$ cat src/rtl/fracnet_mul_share_arb_if.sv
// Request/result bundle between the FracNet requesters, the result consumer and the
// shared-multiplier arbiter. The master side drives requests and result acceptance.
interface fracnet_mul_share_arb_if #(
   parameter int unsigned NUM_REQ = 4,
   parameter int unsigned TAG_W   = 8,
   parameter int unsigned ID_W    = $clog2(NUM_REQ)
);

   logic [NUM_REQ-1:0]       req_valid;
   logic [NUM_REQ-1:0]       req_ready;
   logic [NUM_REQ*16-1:0]    req_a;
   logic [NUM_REQ*16-1:0]    req_b;
   logic [NUM_REQ*TAG_W-1:0] req_tag;
   logic                     res_valid;
   logic                     res_ready;
   logic [31:0]              res_p;
   logic [ID_W-1:0]          res_id;
   logic [TAG_W-1:0]         res_tag;
   logic                     busy;

   modport master (
      output req_valid, req_a, req_b, req_tag, res_ready,
      input  req_ready, res_valid, res_p, res_id, res_tag, busy
   );

   modport slave (
      input  req_valid, req_a, req_b, req_tag, res_ready,
      output req_ready, res_valid, res_p, res_id, res_tag, busy
   );

endinterface

$ cat src/rtl/fracnet_mul_share_arb.sv
// fracnet_mul_share_arb: round-robin time-sharing of one 16x16 unsigned-by-signed multiplier
// among NUM_REQ requesters. The pipeline advances as a single unit and freezes entirely while
// the result at the output is not accepted, so no result is ever dropped.
module fracnet_mul_share_arb #(
   parameter int unsigned NUM_REQ    = 4,
   parameter int unsigned MUL_STAGES = 2,
   parameter int unsigned TAG_W      = 8,
   parameter int unsigned ID_W       = $clog2(NUM_REQ)
) (
   input logic                    ap_clk,
   input logic                    ap_rst_n,
   fracnet_mul_share_arb_if.slave bus
);

   // Pipeline advance enable: only a held result at the output can stall.
   logic                 en;
   logic                 hs;

   // Round-robin pointer and combinational winner.
   logic [ID_W-1:0]      rr_q, rr_d;
   logic [NUM_REQ-1:0]   win;
   logic                 win_any;
   logic [ID_W-1:0]      win_id;
   logic [15:0]          win_a;
   logic [15:0]          win_b;
   logic [TAG_W-1:0]     win_tag;

   // Per-stage control: valid, requester id and tag travel alongside the data.
   logic [MUL_STAGES-1:0] vld_q;
   logic [ID_W-1:0]       id_q  [MUL_STAGES];
   logic [TAG_W-1:0]      tag_q [MUL_STAGES];

   // Multiplier operands and product.
   logic [15:0]          mul_a;
   logic [15:0]          mul_b;
   logic [31:0]          mul_p;
   logic [31:0]          res_p_w;

   assign en = !(vld_q[MUL_STAGES-1] && !bus.res_ready);

   // Search from rr_q upwards (mod NUM_REQ) for the first valid requester.
   always_comb begin
      logic [ID_W:0] idx;
      idx     = '0;
      win     = '0;
      win_any = 1'b0;
      win_id  = '0;
      for (int k = 0; k < NUM_REQ; k++) begin
         idx = {1'b0, rr_q} + (ID_W+1)'(k);
         if (idx >= (ID_W+1)'(NUM_REQ)) begin
            idx = idx - (ID_W+1)'(NUM_REQ);
         end
         if (!win_any && bus.req_valid[idx[ID_W-1:0]]) begin
            win_any = 1'b1;
            win_id  = idx[ID_W-1:0];
         end
      end
      win[win_id] = win_any;
   end

   // Select the winning requester's operands and tag.
   always_comb begin
      win_a   = '0;
      win_b   = '0;
      win_tag = '0;
      for (int i = 0; i < NUM_REQ; i++) begin
         if (win[i]) begin
            win_a   = bus.req_a[16*i +: 16];
            win_b   = bus.req_b[16*i +: 16];
            win_tag = bus.req_tag[TAG_W*i +: TAG_W];
         end
      end
   end

   // Grants are masked during reset and while the output is stalled.
   assign bus.req_ready = (ap_rst_n && en) ? win : '0;
   assign hs            = ap_rst_n && en && win_any;

   // Pointer moves just past the requester that completed a handshake.
   always_comb begin
      rr_d = rr_q;
      if (hs) begin
         if (win_id == ID_W'(NUM_REQ - 1)) begin
            rr_d = '0;
         end else begin
            rr_d = win_id + ID_W'(1);
         end
      end
   end

   // Round-robin pointer register.
   always_ff @(posedge ap_clk or negedge ap_rst_n) begin
      if (!ap_rst_n) begin
         rr_q <= '0;
      end else begin
         rr_q <= rr_d;
      end
   end

   // Control shift register: a bubble enters stage 1 whenever no handshake occurs.
   always_ff @(posedge ap_clk or negedge ap_rst_n) begin
      if (!ap_rst_n) begin
         vld_q <= '0;
         for (int s = 0; s < MUL_STAGES; s++) begin
            id_q[s]  <= '0;
            tag_q[s] <= '0;
         end
      end else if (en) begin
         vld_q[0] <= hs;
         id_q[0]  <= win_id;
         tag_q[0] <= win_tag;
         for (int s = 1; s < MUL_STAGES; s++) begin
            vld_q[s] <= vld_q[s-1];
            id_q[s]  <= id_q[s-1];
            tag_q[s] <= tag_q[s-1];
         end
      end
   end

   // Operand a is unsigned, so widen it with a zero before the signed multiply.
   always_comb begin
      mul_p = $signed({16'h0000, mul_a}) * $signed({{16{mul_b[15]}}, mul_b});
   end

   if (MUL_STAGES == 1) begin : g_single
      logic [31:0] prod_q;

      assign mul_a = win_a;
      assign mul_b = win_b;

      // Single stage: product of the granted operands lands straight in the result register.
      always_ff @(posedge ap_clk or negedge ap_rst_n) begin
         if (!ap_rst_n) begin
            prod_q <= '0;
         end else if (en) begin
            prod_q <= mul_p;
         end
      end

      assign res_p_w = prod_q;
   end else begin : g_multi
      logic [15:0] opa_q;
      logic [15:0] opb_q;
      logic [31:0] prod_q [MUL_STAGES-1];

      assign mul_a = opa_q;
      assign mul_b = opb_q;

      // Stage 1 holds operands; later stages carry the registered product.
      always_ff @(posedge ap_clk or negedge ap_rst_n) begin
         if (!ap_rst_n) begin
            opa_q <= '0;
            opb_q <= '0;
            for (int s = 0; s < MUL_STAGES - 1; s++) begin
               prod_q[s] <= '0;
            end
         end else if (en) begin
            opa_q     <= win_a;
            opb_q     <= win_b;
            prod_q[0] <= mul_p;
            for (int s = 1; s < MUL_STAGES - 1; s++) begin
               prod_q[s] <= prod_q[s-1];
            end
         end
      end

      assign res_p_w = prod_q[MUL_STAGES-2];
   end

   assign bus.res_valid = vld_q[MUL_STAGES-1];
   assign bus.res_p     = res_p_w;
   assign bus.res_id    = id_q[MUL_STAGES-1];
   assign bus.res_tag   = tag_q[MUL_STAGES-1];
   assign bus.busy      = |vld_q;

   // At most one requester is granted per cycle.
   a_grant_onehot: assert property (@(posedge ap_clk) disable iff (!ap_rst_n)
      $onehot0(bus.req_ready));

   // A result waiting for the consumer keeps its payload.
   a_stall_hold: assert property (@(posedge ap_clk) disable iff (!ap_rst_n)
      bus.res_valid && !bus.res_ready |=> bus.res_valid && $stable(bus.res_p) &&
      $stable(bus.res_id) && $stable(bus.res_tag));

endmodule

$ cat src/flat_wrapper.sv
// flat-port wrapper written by rule: the top's interface ports become plain ports
module fracnet_mul_share_arb_flat 
#(
   parameter int unsigned NUM_REQ    = 4,
   parameter int unsigned MUL_STAGES = 2,
   parameter int unsigned TAG_W      = 8,
   parameter int unsigned ID_W       = $clog2(NUM_REQ)
)
  (ap_clk, ap_rst_n, bus_req_valid, bus_req_a, bus_req_b, bus_req_tag, bus_res_ready, bus_req_ready, bus_res_valid, bus_res_p, bus_res_id, bus_res_tag, bus_busy);
  fracnet_mul_share_arb_if #(.NUM_REQ(NUM_REQ), .TAG_W(TAG_W), .ID_W(ID_W)) bus_i ();
  input logic ap_clk;
  input logic ap_rst_n;
  input wire logic [$bits(bus_i.req_valid)-1:0] bus_req_valid;
  input wire logic [$bits(bus_i.req_a)-1:0] bus_req_a;
  input wire logic [$bits(bus_i.req_b)-1:0] bus_req_b;
  input wire logic [$bits(bus_i.req_tag)-1:0] bus_req_tag;
  input wire logic [$bits(bus_i.res_ready)-1:0] bus_res_ready;
  output wire logic [$bits(bus_i.req_ready)-1:0] bus_req_ready;
  output wire logic [$bits(bus_i.res_valid)-1:0] bus_res_valid;
  output wire logic [$bits(bus_i.res_p)-1:0] bus_res_p;
  output wire logic [$bits(bus_i.res_id)-1:0] bus_res_id;
  output wire logic [$bits(bus_i.res_tag)-1:0] bus_res_tag;
  output wire logic [$bits(bus_i.busy)-1:0] bus_busy;
  assign bus_i.req_valid = bus_req_valid;
  assign bus_i.req_a = bus_req_a;
  assign bus_i.req_b = bus_req_b;
  assign bus_i.req_tag = bus_req_tag;
  assign bus_i.res_ready = bus_res_ready;
  assign bus_req_ready = bus_i.req_ready;
  assign bus_res_valid = bus_i.res_valid;
  assign bus_res_p = bus_i.res_p;
  assign bus_res_id = bus_i.res_id;
  assign bus_res_tag = bus_i.res_tag;
  assign bus_busy = bus_i.busy;
  fracnet_mul_share_arb #(.NUM_REQ(NUM_REQ), .MUL_STAGES(MUL_STAGES), .TAG_W(TAG_W), .ID_W(ID_W)) u_core (.ap_clk(ap_clk), .ap_rst_n(ap_rst_n), .bus(bus_i));
endmodule
$ cat config.mk
export PLATFORM = sky130hd
export DESIGN_NAME = fracnet_mul_share_arb_flat
export DESIGN_NICKNAME = d
export VERILOG_FILES = /design/src/rtl/fracnet_mul_share_arb_if.sv /design/src/rtl/fracnet_mul_share_arb.sv /design/src/flat_wrapper.sv
export SDC_FILE = /design/constraint.sdc
export NUM_CORES = 1
export LEC_CHECK = 0
export CORE_MARGIN = 3
export CORE_UTILIZATION = 45
export DETAILED_ROUTE_END_ITERATION = 8
export GPL_ROUTABILITY_DRIVEN = 0
export GPL_TIMING_DRIVEN = 0
export PLACE_DENSITY = 0.68
export SYNTH_ARGS = -nofsm -noshare
export SYNTH_HDL_FRONTEND = slang
export SYNTH_SLANG_ARGS = --single-unit
$ cat constraint.sdc
create_clock -name ap_clk -period 15.4 [get_ports ap_clk]
set_clock_uncertainty 0.15 [all_clocks]
set_input_delay 1.54 -clock ap_clk [delete_from_list [all_inputs] [get_ports ap_clk]]
set_output_delay 1.54 -clock ap_clk [all_outputs]
set_load 0.005 [all_outputs]
==> reports/metrics.cfg <==
[outcome]
status = finished clean

[timing]
setup_tns_ps = 0
hold_viol = 0
grt_setup_unrepaired = no
hold_slack_ps = 323
post-route-period-util = 0.461
worst_slew_pin_slew_ps = 844
setup_viol = 0
slew_headroom = 0.437
final_max_slew_viol_count = 0
worst_slack_ps = 8300
max_freq_mhz = 141
layout_min_cycle_time_ps = 7100

[route]
vias = 12300
vias_per_cell = 5.54
routedWlPerCell_um = 19.9
wl_um = 44200
firstDrtPassIters = 6
drt_iter0_drc = 975
drc = 0
ant_nets = 0

[clock_network]
cts_resized = 0
clock_sinks = 88
clockRootBuffer = clkbuf_16
cts_tree = yes
cts_made_buffers = 9
clk_pin_slew_ps = 80
cts_hold_buffers = 0
clk_path_buf_depth = 2
clk_latency_ps = 360
htreeDepth = 3
cts_setup_buffers = 0

[die]
rows = 62
ios = 215
die_y_um = 179
die_w_um = 179
start_util = 0.463
die-area_um2 = 32100
coreArea_um2 = 29200

[layout]
antenna_cells = 0
drive_gt1_frac = 0.0240
final_cell_count_no_fill = 2219
nets = 2312
area_delta_synth_final_pct = 21.9

[yosys]
ys_ff_latch = 88
synthesis.area_um2 = 13500
ys.flop_type = dfrtp_1
synth-async-reset-ratio = 1.00
syn_area_per_cell_um2 = 8.43
synth.distinct_cells = 54
synth_edf_count = 0
ys_seq_area_frac = 0.163
syn_inst = 1604
synth_warnings = 0
syn_nets = 2086

[worst_setup_path]
cp-end-kind = register
worstSetupPathType = register to register
cp-start-kind = register
rrSetupSlack_ps = 8300
worst_ep_required_time_ps = 15490
reg2reg_depth = 19
r2r-start = u_core.g_multi.opa_q[10]$_DFFE_PN0N_
cp_data_arrival_time_ps = 7190
reg2reg_to = u_core.bus.res_p[30]$_DFFE_PN0N_
cp_max_fo = 10

[job]
cap_violations = 0

[hold_path]
holdPathEnd = u_core.bus.res_tag[6]$_DFFE_PN0N_
hold_path_depth = 2
hp-start = u_core.tag_q[14]$_DFFE_PN0N_
hp-class = register to register

[place]
pre_cts_slack_ps = 8350
dp.cells = 2203
io_buffers = 214
dp_hpwl_um = 36800

[grt]
first_global_vias = 13000
grt_pass1_wl_um = 69600
grt.overflow.total = 0
grtUsageTotal = 0.284
grt_max_degree = 73
antenna_found_initial = 0

-- cell type report --
type                            count  area [um^2]
Clock inverter                      7         85.1
Buffer                            106          483
Fill cell                        2705        12700
Clock buffer                        9          225
Inverter                          246          923
Multi-Input combinational cell   1164         9910
Tap cell                          384          480
Sequential cell                    88         2200
Timing Repair Buffer              215         2170
-- cells by family after synthesis --
group / Yosys count / synth area share
muxes: 1 / 0.000741
xor gates and xnor gates: 16 / 0.0114
adders and majority gates: 315 / 0.399
and+or+nand+nor: 578 / 0.200
buffers and inverters: 352 / 0.104
DFF: 88 / 0.163
AOI/OAI and AO/OA: 254 / 0.122
-- per-layer routing --
layer  vias to the layer above  track usage  wire [um]
li1                       5597            -          -
met1                      6048        0.362      17600
met2                       541        0.486      21400
met3                       106       0.0457       3400
met4                         0        0.104       1750
met5                         -            0          0
-- Yosys cell counts, drive strengths merged, types with 2 or more instances --
cell type / n / share of area
nand2b: 12 / 0.0056
and2: 123 / 0.057
nor4: 4 / 0.0019
a31oi: 6 / 0.0028
fa: 194 / 0.29
o22ai: 2 / 0.00093
dfrtp: 88 / 0.16
nor2b: 4 / 0.0019
o221ai: 2 / 0.0013
o21ai: 64 / 0.024
xor2: 8 / 0.0052
a211oi: 7 / 0.0039
o31ai: 3 / 0.0017
nand3: 12 / 0.0044
a21o: 15 / 0.0083
a21boi: 3 / 0.0017
o21bai: 3 / 0.0017
and3: 5 / 0.0023
a21oi: 82 / 0.030
or3: 3 / 0.0014
nand4: 6 / 0.0028
a222oi: 40 / 0.030
nor3: 52 / 0.019
a221oi: 3 / 0.0019
nor4b: 3 / 0.0019
nand2: 251 / 0.070
inv: 246 / 0.068
nor2: 94 / 0.026
o211a: 2 / 0.0015
and4: 2 / 0.0013
nor3b: 4 / 0.0022
xnor2: 7 / 0.0045
ha: 121 / 0.11
o21a: 11 / 0.0061
buf: 31 / 0.015
o211ai: 6 / 0.0033
clkbuf: 75 / 0.021
-- metrics by stage --
stage | area [um^2] | util
after floorplan | 13500 | -
after detailed placement | 16200 | 0.554
after CTS | 16500 | 0.565
after global placement | 16100 | 0.553
final | 16500 | 0.565
after global routing | 16500 | 0.565
-- worst max-delay path by stage --
stage | startpoint | end | slack [ps] | cells after the start
after global routing | u_core.g_multi.opa_q[10]$_DFFE_PN0N_ | u_core.bus.res_p[18]$_DFFE_PN0N_ | 7890 | 19
final | u_core.g_multi.opa_q[10]$_DFFE_PN0N_ | u_core.bus.res_p[30]$_DFFE_PN0N_ | 8300 | 19
after floorplan | u_core.g_multi.opb_q[1]$_DFFE_PN0N_ | u_core.bus.res_p[26]$_DFFE_PN0N_ | 9540 | 19
after global placement | ap_rst_n | bus_req_ready[0] | 6750 | 5
after CTS | u_core.g_multi.opa_q[10]$_DFFE_PN0N_ | u_core.bus.res_p[30]$_DFFE_PN0N_ | 8300 | 19
after detailed placement | u_core.g_multi.opa_q[10]$_DFFE_PN0N_ | u_core.bus.res_p[30]$_DFFE_PN0N_ | 8350 | 19
-- state kept, by name, summed over array words and instances, names as in the netlist --
signal / cells
u_core.vld_q: 2
u_core.g_multi.opb_q: 16
u_core.g_multi.opa_q: 16
u_core.id_q: 2
u_core.bus.res_p: 32
u_core.bus.res_id: 2
u_core.tag_q: 8
u_core.bus.res_tag: 8
u_core.rr_q: 2
-- cells in the final DEF, fill, tap and decap left out, types with 6 or more instances in the layout --
cell,count
a211oi_1,7
a21o_1,15
a21oi_1,82
a222oi_1,40
a31oi_1,6
and2_1,122
buf_1,9
buf_2,7
buf_4,11
clkbuf_1,74
clkbuf_16,9
clkdlybuf4s50_1,213
dfrtp_1,88
fa_1,194
ha_1,121
inv_1,245
nand2_1,251
nand2b_1,12
nand3_1,12
nand4_1,6
nor2_1,94
nor3_1,52
o211ai_1,6
o21a_1,11
o21ai_0,25
o21ai_1,39
xnor2_1,7
xor2_1,8
-- critical path: stages, from the launching register on --
cell      delay [ps]
dfrtp_1          660
clkbuf_1         600
nand2_1          170
fa_1             540
fa_1             610
fa_1             460
fa_1             550
inv_1             50
fa_1             470
inv_1             50
fa_1             480
inv_1             40
ha_1             250
clkbuf_1         310
nand2_1          120
nor3_1           190
a21boi_0         580
o21ai_0          330
a21o_1           240
o211a_1          110
Power is left out: the tool's default activity adds up to more than one toggle a clock period on the data nets, which glitch-free logic cannot reach.
